[src/rtl/opb_s2p_pkg.sv]
// Shared definitions for the Simulink-to-PowerPC OPB register: word map,
// control bit positions, bus FSM states and OPB bit-order helpers.
package opb_s2p_pkg;

   localparam logic [1:0] WORD_DATA = 2'd0;
   localparam logic [1:0] WORD_CTRL = 2'd1;
   localparam logic [1:0] WORD_TS   = 2'd2;

   localparam int FREEZE = 0;
   localparam int CLEAR  = 1;
   localparam int OVF    = 2;

   typedef enum logic {
      S_IDLE = 1'b0,
      S_ACK  = 1'b1
   } bus_state_e;

   // OPB numbers bit 0 as the MSB; value bit 31 travels on bus bit 0.
   function automatic logic [31:0] bus_to_val(input logic [0:31] b);
      logic [31:0] v;
      v = '0;
      for (int i = 0; i < 32; i++) begin
         v[31-i] = b[i];
      end
      return v;
   endfunction

   function automatic logic [0:31] val_to_bus(input logic [31:0] v);
      logic [0:31] b;
      b = '0;
      for (int i = 0; i < 32; i++) begin
         b[i] = v[31-i];
      end
      return b;
   endfunction

endpackage

[src/rtl/opb_s2p_bus_if.sv]
// OPB slave front end: address decode, IDLE/ACK handshake FSM, registered
// read mux and latching of the control-word write for the register file.
module opb_s2p_bus_if
   import opb_s2p_pkg::*;
#(
   parameter logic [31:0] C_BASEADDR = 32'h01008400,
   parameter logic [31:0] C_HIGHADDR = 32'h010084FF
)(
   input  logic        clk_i,
   input  logic        rst_i,
   input  logic [0:31] abus_i,
   input  logic [0:3]  be_i,
   input  logic [0:31] dbus_i,
   input  logic        rnw_i,
   input  logic        select_i,
   input  logic [31:0] data_word_i,
   input  logic [31:0] ctrl_word_i,
   input  logic [31:0] ts_word_i,
   output logic [0:31] sl_dbus_o,
   output logic        xfer_ack_o,
   output logic        ctrl_wr_o,
   output logic [31:0] ctrl_wdata_o,
   output bus_state_e  state_o
);

   // Handshake: a transfer is accepted when select is high and the address
   // falls in the window; xfer_ack_o is high for exactly the one ACK cycle,
   // and read data is valid on the bus only while xfer_ack_o is high.
   bus_state_e  state_q, state_d;
   logic        hit;
   logic [1:0]  word_idx;
   logic [31:0] rd_mux;
   logic [31:0] rd_val_q;
   logic        wr_sel_d, wr_sel_q;
   logic [31:0] wdata_q;
   logic        accept;
   logic        unused_be;

   assign word_idx  = abus_i[28:29];
   assign hit       = select_i && (abus_i >= C_BASEADDR) && (abus_i <= C_HIGHADDR);
   assign unused_be = ^be_i[0:2];

   always_comb begin
      state_d = state_q;
      case (state_q)
         S_IDLE:  if (hit && !xfer_ack_o) state_d = S_ACK;
         S_ACK:   state_d = S_IDLE;
         default: state_d = S_IDLE;
      endcase
   end

   assign accept = (state_q == S_IDLE) && (state_d == S_ACK);

   always_comb begin
      rd_mux = '0;
      case (word_idx)
         WORD_DATA: rd_mux = data_word_i;
         WORD_CTRL: rd_mux = ctrl_word_i;
         WORD_TS:   rd_mux = ts_word_i;
         default:   rd_mux = '0;
      endcase
   end

   assign wr_sel_d = !rnw_i && (word_idx == WORD_CTRL) && be_i[3];

   always_ff @(posedge clk_i) begin
      if (rst_i) begin
         state_q  <= S_IDLE;
         rd_val_q <= '0;
         wr_sel_q <= 1'b0;
         wdata_q  <= '0;
      end else begin
         state_q <= state_d;
         if (accept) begin
            rd_val_q <= rnw_i ? rd_mux : 32'd0;
            wr_sel_q <= wr_sel_d;
            wdata_q  <= bus_to_val(dbus_i);
         end
      end
   end

   // Reset masks the ACK cycle immediately so a transfer cut by reset is
   // never acknowledged; the master has to re-issue it.
   assign xfer_ack_o   = (state_q == S_ACK) && !rst_i;
   assign sl_dbus_o    = xfer_ack_o ? val_to_bus(rd_val_q) : '0;
   assign ctrl_wr_o    = xfer_ack_o && wr_sel_q;
   assign ctrl_wdata_o = wdata_q;
   assign state_o      = state_q;

endmodule

[src/rtl/opb_register_simulink2ppc.sv]
// User-to-software OPB register: shadow word, update counter, sticky overflow,
// freeze control. Optional cycle timestamp with OPB_SIMULINK2PPC_TS_EN.
module opb_register_simulink2ppc
   import opb_s2p_pkg::*;
#(
   parameter logic [31:0] C_BASEADDR   = 32'h01008400,
   parameter logic [31:0] C_HIGHADDR   = 32'h010084FF,
   parameter int          C_OPB_AWIDTH = 32,
   parameter int          C_OPB_DWIDTH = 32,
   parameter              C_FAMILY     = "virtex6"
)(
   input  logic        OPB_Clk,
   input  logic        OPB_Rst,
   output logic [0:31] Sl_DBus,
   output logic        Sl_errAck,
   output logic        Sl_retry,
   output logic        Sl_toutSup,
   output logic        Sl_xferAck,
   input  logic [0:31] OPB_ABus,
   input  logic [0:3]  OPB_BE,
   input  logic [0:31] OPB_DBus,
   input  logic        OPB_RNW,
   input  logic        OPB_select,
   input  logic        OPB_seqAddr,
   input  logic [31:0] user_data_in,
   input  logic        user_valid
);

   logic [31:0] shadow_q, shadow_d;
   logic [15:0] cnt_q, cnt_d;
   logic        ovf_q, ovf_d;
   logic        freeze_q, freeze_d;
   logic        ctrl_wr;
   logic [31:0] ctrl_wdata;
   logic [31:0] ctrl_word;
   logic [31:0] ts_word;
   logic        frozen_eff;
   logic        upd_accept;
   bus_state_e  bus_state;
   logic        unused_ok;

   assign Sl_errAck  = 1'b0;
   assign Sl_retry   = 1'b0;
   assign Sl_toutSup = 1'b0;

   assign ctrl_word = {cnt_q, 13'b0, ovf_q, 1'b0, freeze_q};

   // An update is blocked only when freeze is set both before and after a
   // control write landing in the same cycle: setting freeze still lets this
   // cycle's word in, and clearing freeze admits it immediately.
   assign frozen_eff = freeze_q && !(ctrl_wr && !ctrl_wdata[FREEZE]);
   assign upd_accept = user_valid && !frozen_eff;

   always_comb begin
      shadow_d = shadow_q;
      cnt_d    = cnt_q;
      ovf_d    = ovf_q;
      freeze_d = freeze_q;
      if (upd_accept) begin
         shadow_d = user_data_in;
         cnt_d    = cnt_q + 16'd1;
         if (cnt_q == 16'hFFFF) ovf_d = 1'b1;
      end else if (user_valid) begin
         ovf_d = 1'b1;
      end
      // Software writes land after the user-side events so clear wins.
      if (ctrl_wr) begin
         freeze_d = ctrl_wdata[FREEZE];
         if (ctrl_wdata[OVF]) ovf_d = 1'b0;
         if (ctrl_wdata[CLEAR]) begin
            cnt_d = '0;
            ovf_d = 1'b0;
         end
      end
   end

   always_ff @(posedge OPB_Clk) begin
      if (OPB_Rst) begin
         shadow_q <= '0;
         cnt_q    <= '0;
         ovf_q    <= 1'b0;
         freeze_q <= 1'b0;
      end else begin
         shadow_q <= shadow_d;
         cnt_q    <= cnt_d;
         ovf_q    <= ovf_d;
         freeze_q <= freeze_d;
      end
   end

`ifdef OPB_SIMULINK2PPC_TS_EN
   logic [31:0] ts_cnt_q;
   logic [31:0] ts_q;

   // Free-running cycle count, captured whenever a shadow update is taken.
   always_ff @(posedge OPB_Clk) begin
      if (OPB_Rst) begin
         ts_cnt_q <= '0;
         ts_q     <= '0;
      end else begin
         ts_cnt_q <= ts_cnt_q + 32'd1;
         if (upd_accept) ts_q <= ts_cnt_q;
      end
   end

   assign ts_word = ts_q;
`else
   assign ts_word = '0;
`endif

   opb_s2p_bus_if #(
      .C_BASEADDR (C_BASEADDR),
      .C_HIGHADDR (C_HIGHADDR)
   ) u_bus_if (
      .clk_i        (OPB_Clk),
      .rst_i        (OPB_Rst),
      .abus_i       (OPB_ABus),
      .be_i         (OPB_BE),
      .dbus_i       (OPB_DBus),
      .rnw_i        (OPB_RNW),
      .select_i     (OPB_select),
      .data_word_i  (shadow_q),
      .ctrl_word_i  (ctrl_word),
      .ts_word_i    (ts_word),
      .sl_dbus_o    (Sl_DBus),
      .xfer_ack_o   (Sl_xferAck),
      .ctrl_wr_o    (ctrl_wr),
      .ctrl_wdata_o (ctrl_wdata),
      .state_o      (bus_state)
   );

   assign unused_ok = ^{OPB_seqAddr, ctrl_wdata[31:3], bus_state,
                        C_OPB_AWIDTH, C_OPB_DWIDTH, C_FAMILY};

endmodule

[config.mk]
export PLATFORM = sky130hd
export DESIGN_NAME = opb_register_simulink2ppc
export DESIGN_NICKNAME = d
export VERILOG_FILES = /design/src/rtl/opb_s2p_pkg.sv /design/src/rtl/opb_s2p_bus_if.sv /design/src/rtl/opb_register_simulink2ppc.sv
export SDC_FILE = /design/constraint.sdc
export NUM_CORES = 1
export LEC_CHECK = 0
export CAP_MARGIN = 20
export CORE_UTILIZATION = 40
export DETAILED_ROUTE_END_ITERATION = 6
export MAX_ROUTING_LAYER = met4
export PLACE_DENSITY = 0.78
export SYNTH_ARGS = -nofsm -noshare
export SYNTH_HDL_FRONTEND = slang
export SYNTH_SLANG_ARGS = --single-unit
[constraint.sdc]
create_clock -name OPB_Clk -period 1.8 [get_ports OPB_Clk]
set_clock_uncertainty 0.2 [all_clocks]
set_input_delay 0.45 -clock OPB_Clk [delete_from_list [all_inputs] [get_ports OPB_Clk]]
set_output_delay 0.45 -clock OPB_Clk [all_outputs]
set_load 0.005 [all_outputs]
# Word-level counts from Yosys, hierarchy flattened
# Index checks and enable logic that the tools add are counted.
# totals
register_bits	87
inputBits	106
out_inout_bits	36
wordCells	46
# classes
add_sub_neg	1
n_lt_le_gt_ge	2
eq_ne	2
mux	14
bitwise	1
reduce_logical	18
# op_table
operator	count
2-to-1 mux 32 bit	2
case mux 32 bit (2 select lines)	1
2-to-1 mux 16 bit	3
greater-or-equal comparator 32 x 25 -> 1 bit (second input constant)	1
<= comparator 32 x 25 -> 1 bit (second input constant)	1
adder 16 x 1 -> 16 bit (second input constant)	1
equality test 16 bit (second input constant)	1
logical AND 1 bit	11
2-to-1 mux 1 bit	7
logical NOT 1 bit	6
equality test 2 x 1 -> 1 bit (second input constant)	1
logical NOT 2 bit	1
case mux 1 bit (2 select lines)	1
NOT 1 bit	1

# Longest topological paths before layout
# Gate-level depths: netlist of the first run.
# depth
depth_word	12
depth_mapped	6
mapped_depth_nobuf	5

# Hierarchy
# A second synthesis of the first run with hierarchy kept.
# hier_totals
hier_cells	676
area_unflattened_um2	5610.4
# by_module_without_submodules
module	instances	cells_per_inst	area_per_inst_um2	seq_area_each_um2
opb_s2p_bus_if	1	427	3579.7	1321.3
opb_register_simulink2ppc	1	249	2030.7	1001.0

# Worst setup path before layout of the first run
# Ideal clock, no wire load.
# synth_timing
path_kind	input to output
from	input OPB_Rst
to	output Sl_DBus[1] (netlist bit)
arrival_time_ns	1.299
t_required_ns	1.150
slack_ns	-0.149
path_stages	4
n_path_buf	2
cell_sequence	clkbuf_1 nor2b_1 clkbuf_1 and2_1
# synth_via
elab_chain_len	3
# synth_lines
element	line	source
start, declared	opb_register_simulink2ppc.sv:13	input logic OPB_Rst,
logical NOT 1 bit	opb_s2p_bus_if.sv:84	assign xfer_ack_o = (state_q == S_ACK) && !rst_i;
logical AND 1 bit	opb_s2p_bus_if.sv:84	
named net Sl_xferAck	opb_register_simulink2ppc.sv:18	output logic Sl_xferAck,
2-to-1 mux 32 bit	opb_s2p_bus_if.sv:85	assign sl_dbus_o = xfer_ack_o ? val_to_bus(rd_val_q) : '0;
end, declared	opb_register_simulink2ppc.sv:14	output logic [0:31] Sl_DBus,
# The timed path passes the listed nets, and every way through them passes these cells.

# Worst setup path after layout of the first run
# layout_timing
from	register u_bus_if.state_q (netlist: u_bus_if.state_o)
to	register ovf_q
# layout_via
elab_chain_len	11
# layout_lines
element	line	source
start, declared	opb_s2p_bus_if.sv:29	bus_state_e state_q, state_d;
start signal, assigned	opb_s2p_bus_if.sv:73	state_q <= state_d;
logical AND 1 bit (*)	opb_s2p_bus_if.sv:84	
logical AND 1 bit (*)	opb_s2p_bus_if.sv:86	assign ctrl_wr_o = xfer_ack_o && wr_sel_q;
logical AND 1 bit	opb_register_simulink2ppc.sv:51	assign frozen_eff = freeze_q && !(ctrl_wr && !ctrl_wdata[FREEZE]);
logical NOT 1 bit	opb_register_simulink2ppc.sv:51	
logical AND 1 bit	opb_register_simulink2ppc.sv:51	
logical NOT 1 bit	opb_register_simulink2ppc.sv:52	assign upd_accept = user_valid && !frozen_eff;
logical AND 1 bit	opb_register_simulink2ppc.sv:52	
2-to-1 mux 1 bit	opb_register_simulink2ppc.sv:59	if (upd_accept) begin
2-to-1 mux 1 bit	opb_register_simulink2ppc.sv:69	if (ctrl_wdata[OVF]) ovf_d = 1'b0;
2-to-1 mux 1 bit	opb_register_simulink2ppc.sv:70	if (ctrl_wdata[CLEAR]) begin
2-to-1 mux 1 bit (*)	opb_register_simulink2ppc.sv:67	if (ctrl_wr) begin
end signal, assigned	opb_register_simulink2ppc.sv:86	ovf_q <= ovf_d;
end, declared	opb_register_simulink2ppc.sv:31	logic ovf_q, ovf_d;
# Mark *: on every way between the ends. The rest lies on a longest branch, timed or not.
# A chain may end at the register's enable or synchronous reset.

==> results of run 1 <==
-- routing by layer --
metal,GRT usage (%),wire [um],up-vias
met5,-,0,-
met4,19.3,1500,0
met3,8.36,2380,143
met2,52.2,9130,469
met1,35.7,6710,2270
li1,-,-,1978
-- state kept, by name, indices dropped and copies added (netlist names) --
name                   cells
shadow_q                  32
u_bus_if.rd_val_q         32
cnt_q                     16
u_bus_if.ctrl_wdata_o      3
freeze_q                   1
ovf_q                      1
u_bus_if.state_o           1
u_bus_if.wr_sel_q          1
-- worst min path at each step --
stage	startpoint	to	slack [ps]	cells past startpoint
final	shadow_q[19]$_SDFFE_PP0N_	shadow_q[19]$_SDFFE_PP0N_	260	2
after global placement	shadow_q[24]$_SDFFE_PP0N_	shadow_q[24]$_SDFFE_PP0N_	240	2
after detailed placement	shadow_q[19]$_SDFFE_PP0N_	shadow_q[19]$_SDFFE_PP0N_	250	2
after CTS	shadow_q[19]$_SDFFE_PP0N_	shadow_q[19]$_SDFFE_PP0N_	260	2
after floorplan	shadow_q[0]$_SDFFE_PP0N_	shadow_q[0]$_SDFFE_PP0N_	240	2
after global routing	shadow_q[19]$_SDFFE_PP0N_	shadow_q[19]$_SDFFE_PP0N_	280	2
-- per-stage QoR --
stage / total power, mW / utilization [%] / cells / setup WS (ps)
CTS: 3.70 / 69.1 / 751 / -276
global placement: 2.38 / 56.5 / 693 / -490
detailed placement: 2.39 / 56.5 / 693 / -576
floorplan: 2.17 / - / 467 / -45.0
finish: 3.91 / 76.8 / 760 / -376
global route: 4.00 / 76.8 / 760 / -427
-- cell type report --
cell class	count	area (sq um)
well taps	129	161
inverters	5	18.8
flip-flops and latches	87	1750
repair buffers	190	2220
clock buffers	11	151
clock inverters	5	41.3
fillers	549	2160
multi-input cells	333	2830
-- synthesized netlist by cell type --
cell and count:
buf_4 6, conb_1 1, a2111o_1 2, xnor2_1 8, nor3b_1 1, nand4_2 1
nand3_2 1, a2111oi_2 4, ha_1 1, nand4_1 18, and2_1 32, a2111oi_1 1
nand4bb_2 1, nor4bb_1 1, and3_1 1, a22oi_1 18, a211oi_1 21, dfxtp_1 87
o211ai_1 1, and4_1 2, nor3_1 2, nor2_4 1, or3_1 5, inv_1 5
a21oi_1 77, clkbuf_1 22, nor2_1 10, and3b_1 1, nand2_1 74, o21ai_1 1
nor4_1 2, xor2_1 1, o21ai_0 23, buf_2 11, nand3_1 10, a21oi_2 1
buf_6 3, a31o_2 2, nor2b_1 1, a31oi_1 1, nor4b_1 4
-- cells in the final DEF (no fill, tap or decap), types with 3 or more instances in the layout --
cell type,n
nor2_1,10
xnor2_1,7
dfxtp_1,84
nand3_2,5
and2_1,5
a21oi_1,29
nand4_1,18
nand3_1,5
nand2_1,37
nand2_4,15
clkbuf_16,5
dlygate4sd2_1,22
buf_6,54
clkdlybuf4s50_1,42
buf_2,6
buf_8,6
a211oi_2,17
a21oi_2,48
o21ai_2,16
nand2_2,22
a2111oi_4,5
a211oi_4,3
o21ai_0,3
buf_4,31
o21ai_4,5
dfxtp_2,3
inv_1,5
or3_4,3
clkbuf_8,11
nor4b_4,4
a22oi_1,18
conb_1,3
and2_4,27
buf_16,6
buf_12,17
-- power groups by stage --
| stage | combinational, mW | sequential [mW] | clock, mW |
|---|---|---|---|
| 4_1_cts | 0.393 | 1.99 | 1.31 |
| 3_3_place_gp | 0.342 | 2.04 | 0 |
| 3_5_place_dp | 0.347 | 2.04 | 0 |
| 2_1_floorplan | 0.132 | 2.03 | 0 |
| 5_1_grt | 0.535 | 2.01 | 1.46 |
| 6_report | 0.518 | 2.01 | 1.38 |
-- critical path, stage by stage, from the launching register on --
cell	delay, ps
dfxtp_2	340
buf_4	110
buf_8	130
nand4bb_4	150
buf_6	150
buf_6	110
a2111oi_4	340
nand4_1	210
a21oi_2	330
-- cells by family (layout without fill, tap and decap cells) --
logic type                 count (synthesis)  in the layout  share of synthesized area (%)
other                                      1              3                         0.0967
and+or+nand+nor                          168            168                           22.5
xor gates and xnor gates                   9              9                           2.03
DFF                                       87             87                           44.9
adders and majority gates                  1              1                          0.323
buffers and inverters                     47            211                           6.07
AOI/OAI and AO/OA                        152            152                           24.0
-- repair_timing --
item | in CTS | in global routing
setup endpoints to repair | 80 | 118
setup buffers | 26 | 16
pin swaps | 77 | 67
resized for setup | 318 | 159
cloned | 17 | 6
==> run summary, run 1 <==
status - finished, violations left
violated checks - design-rule violations, negative setup slack
grt ovf - 0
total number of vias - 4860
Combinational Power Share - 13.3%
Synth top area share - 44.9%
R2R Setup Slk - -380 ps
Worst Path Max Fanout - 3
fin area - 7170 sq um
VDD IR max - 0.441 mV
relative slew slack - 53.4%
DRC viols - 5
Seq/Total Area, Yosys - 44.9%
Internal - 2.81 mW
global-route wire length before repair - 23.6 mm
Hold Slack - 260 ps
register share of total power - 51.3%
Mapped Avg Cell Area - 8.34 sq um
sw frac - 28.0%
kind of critical path - reg2reg
DR iter-0 viols - 483
final wirelength - 19.7 mm
Starting Density - 41.6%
largest net degree at the start of global routing - 46
Ports - 142
DIE HEIGHT - 100 um
Area Growth Syn to Fin - 84.9%
Ant. Diodes - 0
Min Clock Period, post-route - 2180 ps
Area contributors post-synth - dfxtp_1, a21oi_1, nand2_1
FMAX - 0.460 GHz
setup TNS - -25640 ps
CP startpoint kind - flip-flop
Pre-antenna DRT Iters - 7
critical path required time - 1870 ps
Core Region - 9330 sq um
Mapped Area - 3880 sq um
Worst R2R Path Depth - 8
per-cell routed wire length - 26.0 um
full die area - 10100 sq um
cell taking the most area after synthesis - dfxtp_1
latest clock arrival within the worst-skew pair - 380 ps
H-Tree Depth - 3
final hold viol count - 0
Yosys cell types - 41
actual transition at the worst max-transition pin - 699 ps
CTS tree - done
Placed Instance Area - 5270 sq um
worst hold-check path type - reg2reg
TritonCTS Sinks - 87
final setup margin - -376 ps
Slew Viols, Final - 0
Worst Path Arrival - 2250 ps
LEAKAGE - 2.57 nW
RSZ-0062 raised after global routing - true
share of cells above drive strength 1 - 52.3%
overall global routing resource usage - 32.2%
flops & latches, synth - 87
max cap viols - 0
Psw - 1.09 mW
crit path capture - ovf_q$_SDFF_PP0_
Final setup viols - 118
nets - 733
Worst Setup SP - u_bus_if.state_o$_SDFF_PP0_
Placer Congestion - 0.895
Power Dens Cells - 545 nW/um^2
Site Rows - 35
Max Buffers Root-to-Sink - 2
Worst Setup End Kind - flip-flop
DRT antenna net count - 0
reg2reg start - u_bus_if.state_o$_SDFF_PP0_
CTS buffer count - 9
RR Endpoint - ovf_q$_SDFF_PP0_
vias in the first global route - 4540
crit share post-route - 121%
DP HPWL - 7.29 mm
Die W - 100 um
antenna violations before repair - 0
Syn Inst Count - 465
Clk pwr share - 35.4%
Root Buffer - clkbuf_8
PortBufs - 99
Worst-path clk slew - 110 ps
cts hold-fix bufs - 0
Vias/cell - 6.39
synth warn - 0
Power figures use the tool's default switching activity.
==> run 2: changes to the inputs <==
GPL_TIMING_DRIVEN = 0   (was not set)
==> run 2 against run 1 <==
Net effect: the flow finishes with violations (negative setup slack); wire length shrank 16%; worst hold slack is essentially flat; clock power grew 14%; sequential power is essentially flat; clock-buffer cell count is the same; largest power group unchanged; combinational power shrank 15%; sequential cell count is the same; power grew 2.8%; critical endpoint is now Sl_DBus[30].
==> run summary, run 2 (synthesized netlist as in run 1, its figures left out) <==
Buf/Inv on CP - 4
actual transition at the worst max-transition pin - 852 ps
stages on the worst setup path - 6
violated checks - negative setup slack
final setup margin - -394 ps
crit share post-route - 122%
Worst Setup End Kind - output pin
latest clock arrival within the worst-skew pair - 370 ps
nets - 737
per-cell routed wire length - 21.8 um
crit-path cells - nor2b_4 > buf_12 > buf_6 > buf_6 > and2_4 > buf_6
CTS tree - done
most frequent cells in the layout - dfxtp_1, buf_6, a21oi_1
cts hold-fix bufs - 0
H-Tree Depth - 3
fin area - 6690 sq um
Ports - 142
DP HPWL - 8.35 mm
crit path capture - Sl_DBus[30]
Worst-path clk slew - 90 ps
PortBufs - 99
Worst R2R Path Depth - 7
VDD IR max - 0.556 mV
CTS buffer count - 9
Root Buffer - clkbuf_8
CP startpoint kind - flip-flop
Power Dens Cells - 600 nW/um^2
reg2reg start - u_bus_if.state_o$_SDFF_PP0_
DRC viols - 0
placed insts - 695
grt ovf - 0
total number of vias - 4682
Pre-antenna DRT Iters - 6
critical path required time - 1150 ps
Max Buffers Root-to-Sink - 2
pre-CTS WS - -1370 ps
Site Rows - 35
Worst Path Arrival - 1540 ps
antenna violations before repair - 0
commonest non-fill, non-tap cell in the layout - dfxtp_1
Slowest-stage cell, CP - dfxtp_4
fin util - 71.8%
LEAKAGE - 2.44 nW
Worst Path Max Fanout - 4
final wirelength - 16.7 mm
DIE HEIGHT - 100 um
setup TNS - -23770 ps
Slew Viols, Final - 0
Ant. Diodes - 0
CP max stage delay - 380 ps
largest net degree at the start of global routing - 15
DRT antenna net count - 0
Core Region - 9330 sq um
Hold Slack - 259 ps
most numerous cell on the critical path - buf_6
status - finished, violations left
overall global routing resource usage - 31.2%
Vias/cell - 6.13
max cap viols - 0
FMAX - 0.456 GHz
Area Growth Syn to Fin - 72.7%
R2R Setup Slk - -270 ps
kind of critical path - reg2out
RR Endpoint - u_bus_if.rd_val_q[12]$_SDFFE_PP0P_
global-route wire length before repair - 23.3 mm
Filler cells - 608
worst hold-check path type - reg2reg
RSZ-0062 raised after global routing - true
Top Registers - shadow_q: 32 flops, u_bus_if.rd_val_q: 32 flops, cnt_q: 16 flops
share of cells above drive strength 1 - 43.3%
DR iter-0 viols - 465
Final Non-Filler Cells - 764
Worst Setup SP - u_bus_if.state_o$_SDFF_PP0_
Die W - 100 um
TritonCTS Sinks - 87
full die area - 10100 sq um
relative slew slack - 43.2%
delay-heaviest family, CP - buffers and inverters
Min Clock Period, post-route - 2190 ps
Placed Instance Area - 5070 sq um
Starting Density - 41.6%
vias in the first global route - 4558
Placer Congestion - 0.860
Final setup viols - 115
total power - 4.02 mW
final hold viol count - 0
==> run 2: cell types whose count changed in the layout (fill, tap and decap cells not counted), moves of 6 or more <==
cell / change
buf_6: +6
clkbuf_1: +8
dlygate4sd2_1: -12
buf_12: -14
clkdlybuf4s50_1: +6
nand2_4: -13
nand2_1: +20
nand2_2: -7
a21oi_1: +31
a21oi_2: -32
==> run 2: repair_timing <==
item	in CTS	in global routing
cloned	11	1
resized for setup	385	57
endpoints found under the setup margin	119	119
pin swaps	107	17
setup buffers	32	12
==> run 2: worst reg2reg max path, cell delays in order (launching register included) <==
cell       delay [ps]
dfxtp_4           370
buf_4             170
nor4b_4           230
nand4_1           250
buf_4             220
clkbuf_16         170
o21ai_1           180
a21oi_1           130
==> run 2: worst min path at each step <==
stage,endpoint,slack [ps],depth (start not counted),from
final,shadow_q[18]$_SDFFE_PP0N_,260,2,shadow_q[18]$_SDFFE_PP0N_
after global routing,shadow_q[19]$_SDFFE_PP0N_,280,2,shadow_q[19]$_SDFFE_PP0N_
after CTS,shadow_q[18]$_SDFFE_PP0N_,260,2,shadow_q[18]$_SDFFE_PP0N_
after detailed placement,shadow_q[9]$_SDFFE_PP0N_,250,2,shadow_q[9]$_SDFFE_PP0N_
after global placement,shadow_q[19]$_SDFFE_PP0N_,250,2,shadow_q[19]$_SDFFE_PP0N_
after floorplan,shadow_q[0]$_SDFFE_PP0N_,240,2,shadow_q[0]$_SDFFE_PP0N_
==> run 2: routing by layer <==
| layer | share of wire [%] | track usage, % |
|---|---|---|
| met1 | 36 | 34.2 |
| met2 | 49 | 52.3 |
| met3 | 9.8 | 7.10 |
| met4 | 5.7 | 17.7 |
| met5 | 0 | - |
==> run 2: final cells by class <==
type	instances	area [sq um]	share of cell area, %
Sequential cell	87	1760	26.3
Multi-Input combinational cell	333	2570	38.3
Inverter	5	18.8	0.280
Tap cell	129	161	2.41
Clock buffer	11	141	2.11
Clock inverter	5	81.3	1.21
Buffer	40	389	5.81
Timing Repair Buffer	154	1580	23.6
==> run 2: power by group <==
part / total, mW / internal [mW] / leakage [nW] / switching [mW]
registers: 2.01 / 1.97 / 0.711 / 0.0437
clock network: 1.57 / 0.821 / 0.110 / 0.748
logic: 0.438 / 0.226 / 1.62 / 0.213
